### src/rtl/imm_decode_ctrl.sv
// imm_decode_ctrl: decode-stage sequencer for the shared immediate generator.
// Accepts RISC-V instruction words, classifies the opcode into the generator's
// type select, drives the generator for one cycle, captures the immediate and
// presents instruction, immediate and decode flags downstream.
// Also keeps a saturating count of accepted illegal instructions.
module imm_decode_ctrl #(
  parameter int CNT_W = 16
) (
  input  logic             clk,
  input  logic             rst,
  input  logic             flush,
  input  logic             in_valid,
  output logic             in_ready,
  input  logic [31:0]      in_ins,
  output logic [31:0]      gen_ins,
  output logic [2:0]       gen_sel,
  input  logic [31:0]      gen_imm,
  output logic             out_valid,
  input  logic             out_ready,
  output logic [31:0]      out_ins,
  output logic [31:0]      out_imm,
  output logic [2:0]       out_sel,
  output logic             out_has_imm,
  output logic             out_illegal,
  output logic [CNT_W-1:0] illegal_cnt
);

  typedef enum logic [1:0] {
    IDLE = 2'd0,
    GEN  = 2'd1,
    OUT  = 2'd2
  } state_e;

  localparam logic [2:0] SEL_I = 3'b000;
  localparam logic [2:0] SEL_S = 3'b001;
  localparam logic [2:0] SEL_B = 3'b010;
  localparam logic [2:0] SEL_U = 3'b011;
  localparam logic [2:0] SEL_J = 3'b100;

  localparam logic [CNT_W-1:0] CNT_MAX = '1;

  state_e           state_q, state_d;
  logic [31:0]      ins_q, ins_d;
  logic [2:0]       sel_q, sel_d;
  logic             has_imm_q, has_imm_d;
  logic             illegal_q, illegal_d;
  logic [31:0]      imm_q, imm_d;
  logic [CNT_W-1:0] cnt_q, cnt_d;

  logic [2:0]       dec_sel;
  logic             dec_has_imm;
  logic             dec_illegal;
  logic             accept;

  // Opcode classification of the incoming word.
  // NOTE: every signal assigned in a combinational block gets a default first,
  // so no path leaves it unassigned and no latch is inferred.
  always_comb begin
    dec_sel     = SEL_I;
    dec_has_imm = 1'b0;
    dec_illegal = 1'b0;
    // Every listed opcode ends in 2'b11, so a word with ins[1:0]!=11 falls
    // into the default branch and is flagged illegal.
    case (in_ins[6:0])
      7'b0010011, 7'b0000011, 7'b1100111, 7'b1110011: begin
        dec_sel     = SEL_I;
        dec_has_imm = 1'b1;
      end
      7'b0100011: begin
        dec_sel     = SEL_S;
        dec_has_imm = 1'b1;
      end
      7'b1100011: begin
        dec_sel     = SEL_B;
        dec_has_imm = 1'b1;
      end
      7'b0110111, 7'b0010111: begin
        dec_sel     = SEL_U;
        dec_has_imm = 1'b1;
      end
      7'b1101111: begin
        dec_sel     = SEL_J;
        dec_has_imm = 1'b1;
      end
      7'b0110011: begin
        dec_sel     = SEL_I;
        dec_has_imm = 1'b0;
      end
      default: begin
        dec_sel     = SEL_I;
        dec_has_imm = 1'b0;
        dec_illegal = 1'b1;
      end
    endcase
  end

  // Handshake outputs and register views; in_ready is purely combinational.
  always_comb begin
    in_ready    = !rst && !flush &&
                  ((state_q == IDLE) || ((state_q == OUT) && out_ready));
    out_valid   = (state_q == OUT);
    gen_ins     = ins_q;
    gen_sel     = sel_q;
    out_ins     = ins_q;
    out_imm     = imm_q;
    out_sel     = sel_q;
    out_has_imm = has_imm_q;
    out_illegal = illegal_q;
    illegal_cnt = cnt_q;
  end

  assign accept = in_valid && in_ready;

  // Next-state logic; flush overrides every handshake.
  always_comb begin
    state_d = state_q;
    case (state_q)
      IDLE:    if (accept) state_d = GEN;
      GEN:     state_d = OUT;
      OUT:     if (out_ready) state_d = accept ? GEN : IDLE;
      default: state_d = IDLE;
    endcase
    if (flush) state_d = IDLE;
  end

  // Datapath next values: latch decode on accept, capture immediate in GEN.
  always_comb begin
    ins_d     = ins_q;
    sel_d     = sel_q;
    has_imm_d = has_imm_q;
    illegal_d = illegal_q;
    imm_d     = imm_q;
    cnt_d     = cnt_q;
    if (accept) begin
      ins_d     = in_ins;
      sel_d     = dec_sel;
      has_imm_d = dec_has_imm;
      illegal_d = dec_illegal;
      if (dec_illegal && (cnt_q != CNT_MAX)) cnt_d = cnt_q + 1'b1;
    end
    if (state_q == GEN) imm_d = has_imm_q ? gen_imm : 32'h0;
  end

  // State and datapath registers with synchronous active-high reset.
  // NOTE: sequential state uses non-blocking assignments so every flop samples
  // the pre-edge values regardless of statement order.
  always_ff @(posedge clk) begin
    if (rst) begin
      state_q   <= IDLE;
      ins_q     <= 32'h0;
      sel_q     <= SEL_I;
      has_imm_q <= 1'b0;
      illegal_q <= 1'b0;
      imm_q     <= 32'h0;
      cnt_q     <= '0;
    end else begin
      state_q   <= state_d;
      ins_q     <= ins_d;
      sel_q     <= sel_d;
      has_imm_q <= has_imm_d;
      illegal_q <= illegal_d;
      imm_q     <= imm_d;
      cnt_q     <= cnt_d;
    end
  end

endmodule

### config.mk
export PLATFORM = sky130hd
export DESIGN_NAME = imm_decode_ctrl
export DESIGN_NICKNAME = d
export VERILOG_FILES = /design/src/rtl/imm_decode_ctrl.sv
export SDC_FILE = /design/constraint.sdc
export NUM_CORES = 1
export LEC_CHECK = 0
export CORE_MARGIN = 2
export CORE_UTILIZATION = 43
export CTS_CLUSTER_DIAMETER = 150
export CTS_CLUSTER_SIZE = 16
export DETAILED_ROUTE_END_ITERATION = 16
export GPL_ROUTABILITY_DRIVEN = 0
export PLACE_DENSITY = 0.9
export RECOVER_POWER = 100
export SLEW_MARGIN = 5
export SYNTH_ARGS = -nofsm -noshare
export SYNTH_HDL_FRONTEND = slang
export SYNTH_SLANG_ARGS = --single-unit
### constraint.sdc
create_clock -name clk -period 5.4 [get_ports clk]
set_input_delay 1.08 -clock clk [delete_from_list [all_inputs] [get_ports clk]]
set_output_delay 1.08 -clock clk [all_outputs]
set_load 0.02 [all_outputs]
## Yosys cells after proc, flatten, opt, wreduce, memory -nomap -nowiden

Index checks and enable logic that the tools add are counted.

| word-level totals | value |
|---|---|
| word-level logic and storage cells | 46 |
| register bits | 87 |
| output and inout bits | 122 |

| operators by class | value |
|---|---|
| multiplexer cells | 8 |
| equal/unequal tests | 15 |
| reduce and logical (&&, ||, !) cells | 15 |
| add/sub/neg operators | 1 |

Operators with widths:

| operator | number |
|---|---|
| $mux W32 | 1 |
| $eq A7 B7 Y1 const B | 4 |
| $eq A7 B6 Y1 const B | 3 |
| $add A16 B1 Y16 const B | 1 |
| $ne A16 B16 Y1 const B | 1 |
| $eq A7 B5 Y1 const B | 2 |
| $pmux W3 S4 | 1 |
| $reduce_or A10 Y1 | 1 |
| $reduce_or A9 Y1 | 1 |
| $eq A7 B2 Y1 const B | 1 |
| $pmux W2 S3 | 1 |
| $logic_and A1 B1 Y1 | 5 |
| $mux W2 | 2 |
| $reduce_and A2 Y1 | 2 |
| $reduce_or A2 Y1 | 2 |
| $mux W1 | 3 |
| $eq A2 B1 Y1 const B | 1 |
| $eq A2 B2 Y1 const B | 1 |
| $logic_not A1 Y1 | 2 |
| $logic_not A2 Y1 | 1 |
| $ne A2 B1 Y1 const B | 1 |
| $ne A2 B2 Y1 const B | 1 |
| $logic_or A1 B1 Y1 | 1 |

## Depth between registers and ports, before layout

Gate-level depths: netlist (run 1).

| logic depth | value |
|---|---|
| depth in word-level cells | 8 |
| gate-level depth with buffers | 8 |
| gate-level depth less buffers | 6 |

## Least setup slack after synthesis (run 1)

No wires, ideal clock.

| timing path | value |
|---|---|
| kind | input to output |
| start | input port rst |
| end | output port in_ready |
| cell stages on the path | 2 |
| data required time | 4.320 ns |
| setup slack | 2.368 ns |
| arrival | 1.952 ns |
| cells stage by stage | clkbuf_1 > nor4_1 |

| on the way | value |
|---|---|
| word-level cells in the longest chain between the ends | 3 |

RTL lines:

| element | line | RTL |
|---|---|---|
| from (decl) | 10 | `input logic rst,` |
| $logic_not A1 Y1 | 99 | `in_ready = !rst && !flush &&` |
| $logic_and A1 B1 Y1 (2 in a row) | 99 |  |
| to (decl) | 13 | `output logic in_ready,` |

No other way between the ends.

## Final worst setup path (run 1)

| timing path | value |
|---|---|
| start | input port out_ready |
| end | register cnt_q[8], in the netlist illegal_cnt[8] |

| on the way | value |
|---|---|
| word-level cells in the longest chain between the ends | 5 |

RTL lines:

| element | line | RTL |
|---|---|---|
| from (decl) | 19 | `input logic out_ready,` |
| $logic_and A1 B1 Y1 | 100 | `((state_q == IDLE) \|\| ((state_q == OUT) && out_ready));` |
| $logic_or A1 B1 Y1 | 100 |  |
| $logic_and A1 B1 Y1 | 99 |  |
| $logic_and A1 B1 Y1 | 112 | `assign accept = in_valid && in_ready;` |
| $reduce_and A2 Y1 (no line) | -- |  |
| to (signal assigned) | 163 | `cnt_q <= cnt_d;` |
| to (decl) | 48 | `logic [CNT_W-1:0] cnt_q, cnt_d;` |

No other way between the ends.
A chain may end at the register's enable or synchronous reset.

==> results.yml, run 1 <==
run_status:
  status: "complete, but fails checks"
  violations: "capacitance limit, slew limit"
synth:
  synth_top_area_frac: 0.4681
  yosysUniqueCellTypes: 40
  netlist_area_um2: 3721
  synth_edf_count: 0
  synth-main-ff-cell: "dfxtp_1"
  synth_top_cell_by_area: "dfxtp_1"
  syn_avg_cell_area_um2: 7.884
  synth_area_leaders: "dfxtp_1 47%, nand2_1 11%, a21oi_1 11%"
  ys_seq_area_frac: 0.4681
  synth_nets: 542
  synth_seq_cells: 87
  synthCells: 472
  synthArstFlopShare: 0
  yosys_warnings: 0
timing:
  fmax_mhz: 226.8
  skew_ns: 0.009448
  setup_ws_ns: 0.9905
  tightestPinTransition_ns: 2.232
  rsz0062_at_grt: "no"
  final.hold.worst_slack_ns: 0.4483
  slew_violations: 121
  max_slew_margin: -0.4911
  hold_violations: 0
  finalCriticalPeriod_ns: 4.409
  tns_ns: 0
  setup_violations: 0
  finalCritPeriodShare: 0.8166
clocking:
  tritoncts.num_buffers: 9
  cts.path.max_buffers: 2
  cts_sinks: 87
  cts_tree: "built"
  cts-hold-fix-buffers: 0
  htreeDepth: 3
  cts_setup_buffers: 0
  path_clk_slew_ns: 0.08
  clk_latency_ns: 0.34
  cts_resized: 0
  cts_root_buffer: "clkbuf_8"
routing:
  wl_per_cell_um: 14.92
  wirelength_um: 10670
  drc_errors: 0
  num_vias: 3716
  firstDrtPassIters: 4
  routed_via_density: 5.197
  ant_nets: 0
  detailedRoute.firstIterationViolations: 131
setup_path:
  worstSetupPathType: "in2reg"
  crit_chain: "dlygate4sd3_1 -> nor2b_4 -> or4_4 -> inv_2 -> nand4_1 -> or4_1 -> a21oi_1"
  cp-end-kind: "flop"
  r2r-end: "illegal_cnt[8]"
  critPathMaxStageDelay_ns: 0.74
  critical_path.endpoint: "illegal_cnt[8]"
  startpoint: "out_ready"
  r2r_start: "state_q[1]"
  crit_slowest_cell: "nand4_1"
  arrival_ns: 4.65
  ff2ff_path_depth: 6
  cp-start-kind: "input pin"
  r2r_setup_slack_ns: 1.93
  cp_max_fo: 39
  cp.required_ns: 5.64
global_route:
  grtUsageTotal: 0.2184
  grt_max_degree: 87
  first_global_vias: 3525
  grt_pass1_wl_um: 16950
  gr-total-overflow: 0
  antenna_found_initial: 0
worst_hold_path:
  hold_class: "reg2reg"
  hold_depth: 2
floorplanning:
  dieWidth_um: 97.03
  die_y_um: 97.03
  coreArea_um2: 8299
  fp-row-count: 33
  io_pins: 191
  die-area_um2: 9414
  start_util: 0.4484
final_layout:
  num_antenna_cells: 0
  final_nets: 675
  layout_commonest_cell: "dlygate4sd3_1"
  final_cell_mix: "122 x dlygate4sd3_1, 114 x nand2_1, 87 x dfxtp_1, 79 x a21oi_1, 67 x clkdlybuf4s50_1"
  area_delta_synth_final_pct: 49.97
  fillers: 673
  layout.cells.non_filler: 715
  drive_gt1_frac: 0.03770
power_and_ir_drop:
  p_int_w: 0.001017
  power_leakage_nw: 2.247
  combPwrFrac: 0.115
  vdd_drop_max_mv: 0.1348
  power_frac_seq: 0.500
  p_clk_frac: 0.386
  p_sw_frac: 0.2335
  pwr_density_cell_nw_per_um2: 237.7
  p_total_w: 0.001326
  p_switching_w: 0.0003097
placed_design:
  port_buffers: 190
  place_ws_ns: 0.9906
  dp_hpwl_um: 7822
  numPlacedInstances: 699
flow_run:
  maxCapViolCount: 2
-- power by group through the flow --
stage                     Combinational [W]  Clock [W]  Sequential [W]
final                              0.000152   0.000511        0.000663
after global routing               0.000163   0.000551        0.000665
after CTS                          0.000159   0.000522        0.000664
after detailed placement           0.000159          0        0.000679
after global placement             0.000156          0        0.000678
after floorplan                   0.0000656          0        0.000686
-- worst max-delay path: cells and delay by family --
| kind | cells | cell delay [ns] |
|---|---|---|
| simple gates | 4 | 2.24 |
| buf+inv | 2 | 1.15 |
| compound gates | 1 | 0.15 |
-- stage by stage --
stage,utilization,cell area [um^2]
final,0.6724,5580
after global placement,0.6459,5360
after floorplan,-,3721
after detailed placement,0.6459,5360
after CTS,0.6738,5592
after global routing,0.6724,5580
-- worst min path at each step --
| stage | slack, ns | end | startpoint |
|---|---|---|---|
| finish | 0.45 | out_imm[3] | out_imm[3] |
| CTS | 0.45 | out_imm[3] | out_imm[3] |
| detailed placement | 0.44 | out_imm[3] | out_imm[3] |
| global placement | 0.44 | out_imm[25] | out_imm[25] |
| floorplan | 0.53 | out_imm[24] | out_imm[24] |
| global route | 0.47 | out_imm[3] | out_imm[3] |
-- flip-flops by register name (all words and copies together), names as in the netlist --
name	cells
gen_ins	32
gen_sel	3
illegal_cnt	16
out_has_imm	1
out_illegal	1
out_imm	32
state_q	2
-- per-layer routing --
metal / share of wire / global-route usage / vias up
met5: 0 / 0 / -
met4: 0.022 / 0.08992 / 0
met3: 0.071 / 0.05491 / 19
met2: 0.51 / 0.3809 / 154
met1: 0.40 / 0.2546 / 1701
li1: - / - / 1842
-- layout make-up --
| class | count | area, um^2 | area share |
|---|---|---|---|
| Clock buffer | 12 | 155.1 | 0.02780 |
| Sequential cell | 87 | 1742 | 0.3121 |
| Tap cell | 105 | 131.4 | 0.02354 |
| Clock inverter | 4 | 76.32 | 0.01368 |
| Inverter | 4 | 15.01 | 0.002691 |
| Multi-Input combinational cell | 311 | 1551 | 0.2780 |
| Timing Repair Buffer | 192 | 1909 | 0.3422 |
-- cell usage after synthesis, types with 3 or more instances --
library cell,count
a21oi_1,79
nor3_1,7
nand2_1,114
or3_1,5
o31ai_1,5
inv_1,3
clkbuf_1,26
nor2_1,11
o21ai_0,3
dfxtp_1,87
buf_2,4
or4_1,5
buf_1,4
nor2b_1,6
nand3_1,41
buf_4,35
nor4_1,8
-- logic make-up after synthesis --
kind of cell / after synthesis / synth area share
adders and majority gates: 1 / 0.003362
DFF: 87 / 0.4681
and+or+nand+nor: 209 / 0.2603
muxes: 5 / 0.01446
xor gates and xnor gates: 1 / 0.002354
AOI/OAI and AO/OA: 95 / 0.1382
buffers and inverters: 74 / 0.1133
(Power assumes the default switching activity.)
==> inputs of run 2 (changes only) <==
--- a/config.mk
+++ b/config.mk
@@ -6,12 +6,12 @@
 export NUM_CORES = 1
 export LEC_CHECK = 0
 export CORE_MARGIN = 2
-export CORE_UTILIZATION = 43
+export CORE_UTILIZATION = 40
 export CTS_CLUSTER_DIAMETER = 150
 export CTS_CLUSTER_SIZE = 16
 export DETAILED_ROUTE_END_ITERATION = 16
 export GPL_ROUTABILITY_DRIVEN = 0
-export PLACE_DENSITY = 0.9
+export PLACE_DENSITY = 0.85
 export RECOVER_POWER = 100
 export SLEW_MARGIN = 5
 export SYNTH_ARGS = -nofsm -noshare
==> constraint.sdc (replaced) <==
create_clock -name clk -period 4.3 [get_ports clk]
set_input_delay 0.86 -clock clk [delete_from_list [all_inputs] [get_ports clk]]
set_output_delay 0.86 -clock clk [all_outputs]
set_load 0.02 [all_outputs]
==> results.yml, run 2 (same netlist as run 1, synthesis figures left out) <==
power_and_ir_drop:
  pwr_density_cell_nw_per_um2: 298.1
  power_leakage_nw: 2.254
  vdd_drop_max_mv: 0.1756
floorplanning:
  dieWidth_um: 100.5
  fp-row-count: 35
  io_pins: 191
  die_y_um: 100.5
  coreArea_um2: 9153
  die-area_um2: 10090
  start_util: 0.4066
global_route:
  antenna_found_initial: 0
  grt_max_degree: 85
  gr-total-overflow: 0
  first_global_vias: 3545
  grt_pass1_wl_um: 16730
  grtUsageTotal: 0.2029
final_layout:
  final_cell_mix: "122 x dlygate4sd3_1, 114 x nand2_1, 87 x dfxtp_1, 79 x a21oi_1, 67 x clkdlybuf4s50_1"
  layout.cells.non_filler: 722
  final_nets: 676
  num_antenna_cells: 0
  area_delta_synth_final_pct: 50.54
  drive_gt1_frac: 0.03764
  layout_commonest_cell: "dlygate4sd3_1"
  fillers: 803
clocking:
  cts.path.max_buffers: 2
  cts_tree: "built"
  cts_root_buffer: "clkbuf_8"
  cts_resized: 0
  tritoncts.num_buffers: 9
  htreeDepth: 3
  clk_latency_ns: 0.33
  cts_setup_buffers: 0
  cts_sinks: 87
  cts-hold-fix-buffers: 0
  path_clk_slew_ns: 0.08
placed_design:
  dp_hpwl_um: 7510
  place_ws_ns: 0.6349
  numPlacedInstances: 706
  port_buffers: 190
timing:
  fmax_mhz: 293.4
  finalCriticalPeriod_ns: 3.408
  final.hold.worst_slack_ns: 0.4511
  max_slew_margin: -0.4915
  hold_violations: 0
  finalCritPeriodShare: 0.7925
  tightestPinTransition_ns: 2.233
  setup_ws_ns: 0.8921
  slew_violations: 69
  tns_ns: 0
  setup_violations: 0
  rsz0062_at_grt: "no"
  skew_ns: 0.009829
run_status:
  violations: "capacitance limit, slew limit"
  status: "complete, but fails checks"
routing:
  ant_nets: 0
  wl_per_cell_um: 14.46
  wirelength_um: 10440
  drc_errors: 0
  firstDrtPassIters: 7
  num_vias: 3746
  routed_via_density: 5.188
  detailedRoute.firstIterationViolations: 145
setup_path:
  worstSetupPathType: "reg2out"
  r2r_setup_slack_ns: 1.54
  r2r_start: "illegal_cnt[0]"
  cp-end-kind: "output pin"
  cp.required_ns: 3.44
  ff2ff_path_depth: 6
  cp-start-kind: "flop"
  r2r-end: "illegal_cnt[5]"
  cp_max_fo: 34
  arrival_ns: 2.55
flow_run:
  maxCapViolCount: 2
worst_hold_path:
  hold-path-endpoint: "out_imm[4]"
  hold_depth: 2
  hold_class: "reg2reg"
  hp-start: "out_imm[4]"
==> run 2: cell types whose count changed in the layout (fill, tap and decap cells not counted), sizes merged <==
cell / delta
clkinv: +2
clkinvlp: -1
buf: +1
inv: -1
==> run 2: cell type report <==
cell class | count | area, um^2 | share of cell area
Inverter | 4 | 15.01 | 0.002680
Tap cell | 111 | 138.9 | 0.02479
Multi-Input combinational cell | 311 | 1558 | 0.2781
Clock buffer | 12 | 155.1 | 0.02770
Sequential cell | 87 | 1742 | 0.3109
Clock inverter | 4 | 77.57 | 0.01385
Timing Repair Buffer | 193 | 1916 | 0.3420
==> run 2: critical path: stages (launching register included) <==
cell             delay, ns
dfxtp_1               0.32
clkbuf_1              1.09
clkdlybuf4s50_1       0.81
==> run 2: worst max path at each step <==
stage | from | end | slack, ns | cells past startpoint
after floorplan | rst | in_ready | 1.71 | 2
after global routing | out_ready | illegal_cnt[5] | 0.70 | 7
after CTS | out_ready | illegal_cnt[13] | 1.01 | 7
after global placement | out_ready | illegal_cnt[9] | 0.75 | 7
after detailed placement | out_ready | illegal_cnt[13] | 0.63 | 7
final | out_has_imm | out_has_imm | 0.89 | 2
==> run 2: where the power goes <==
part           internal, W  switching (W)
registers         0.000818     0.00000912
logic            0.0000971      0.0000985
clock network     0.000362       0.000285
==> run 2: per-stage QoR <==
step	power (W)	utilization	instance area (um^2)
2_1_floorplan	0.0009437	-	3721
3_3_place_gp	0.001049	0.5873	5375
3_5_place_dp	0.001053	0.5873	5375
4_1_cts	0.001696	0.6127	5608
5_1_grt	0.001741	0.6120	5602
6_report	0.001670	0.6120	5602
==> run 2: metal layers <==
layer  global-route usage  part of all wire
met1               0.2449              0.41
met2               0.3511              0.50
met3              0.05756             0.071
met4              0.06112             0.020
met5                    0                 0
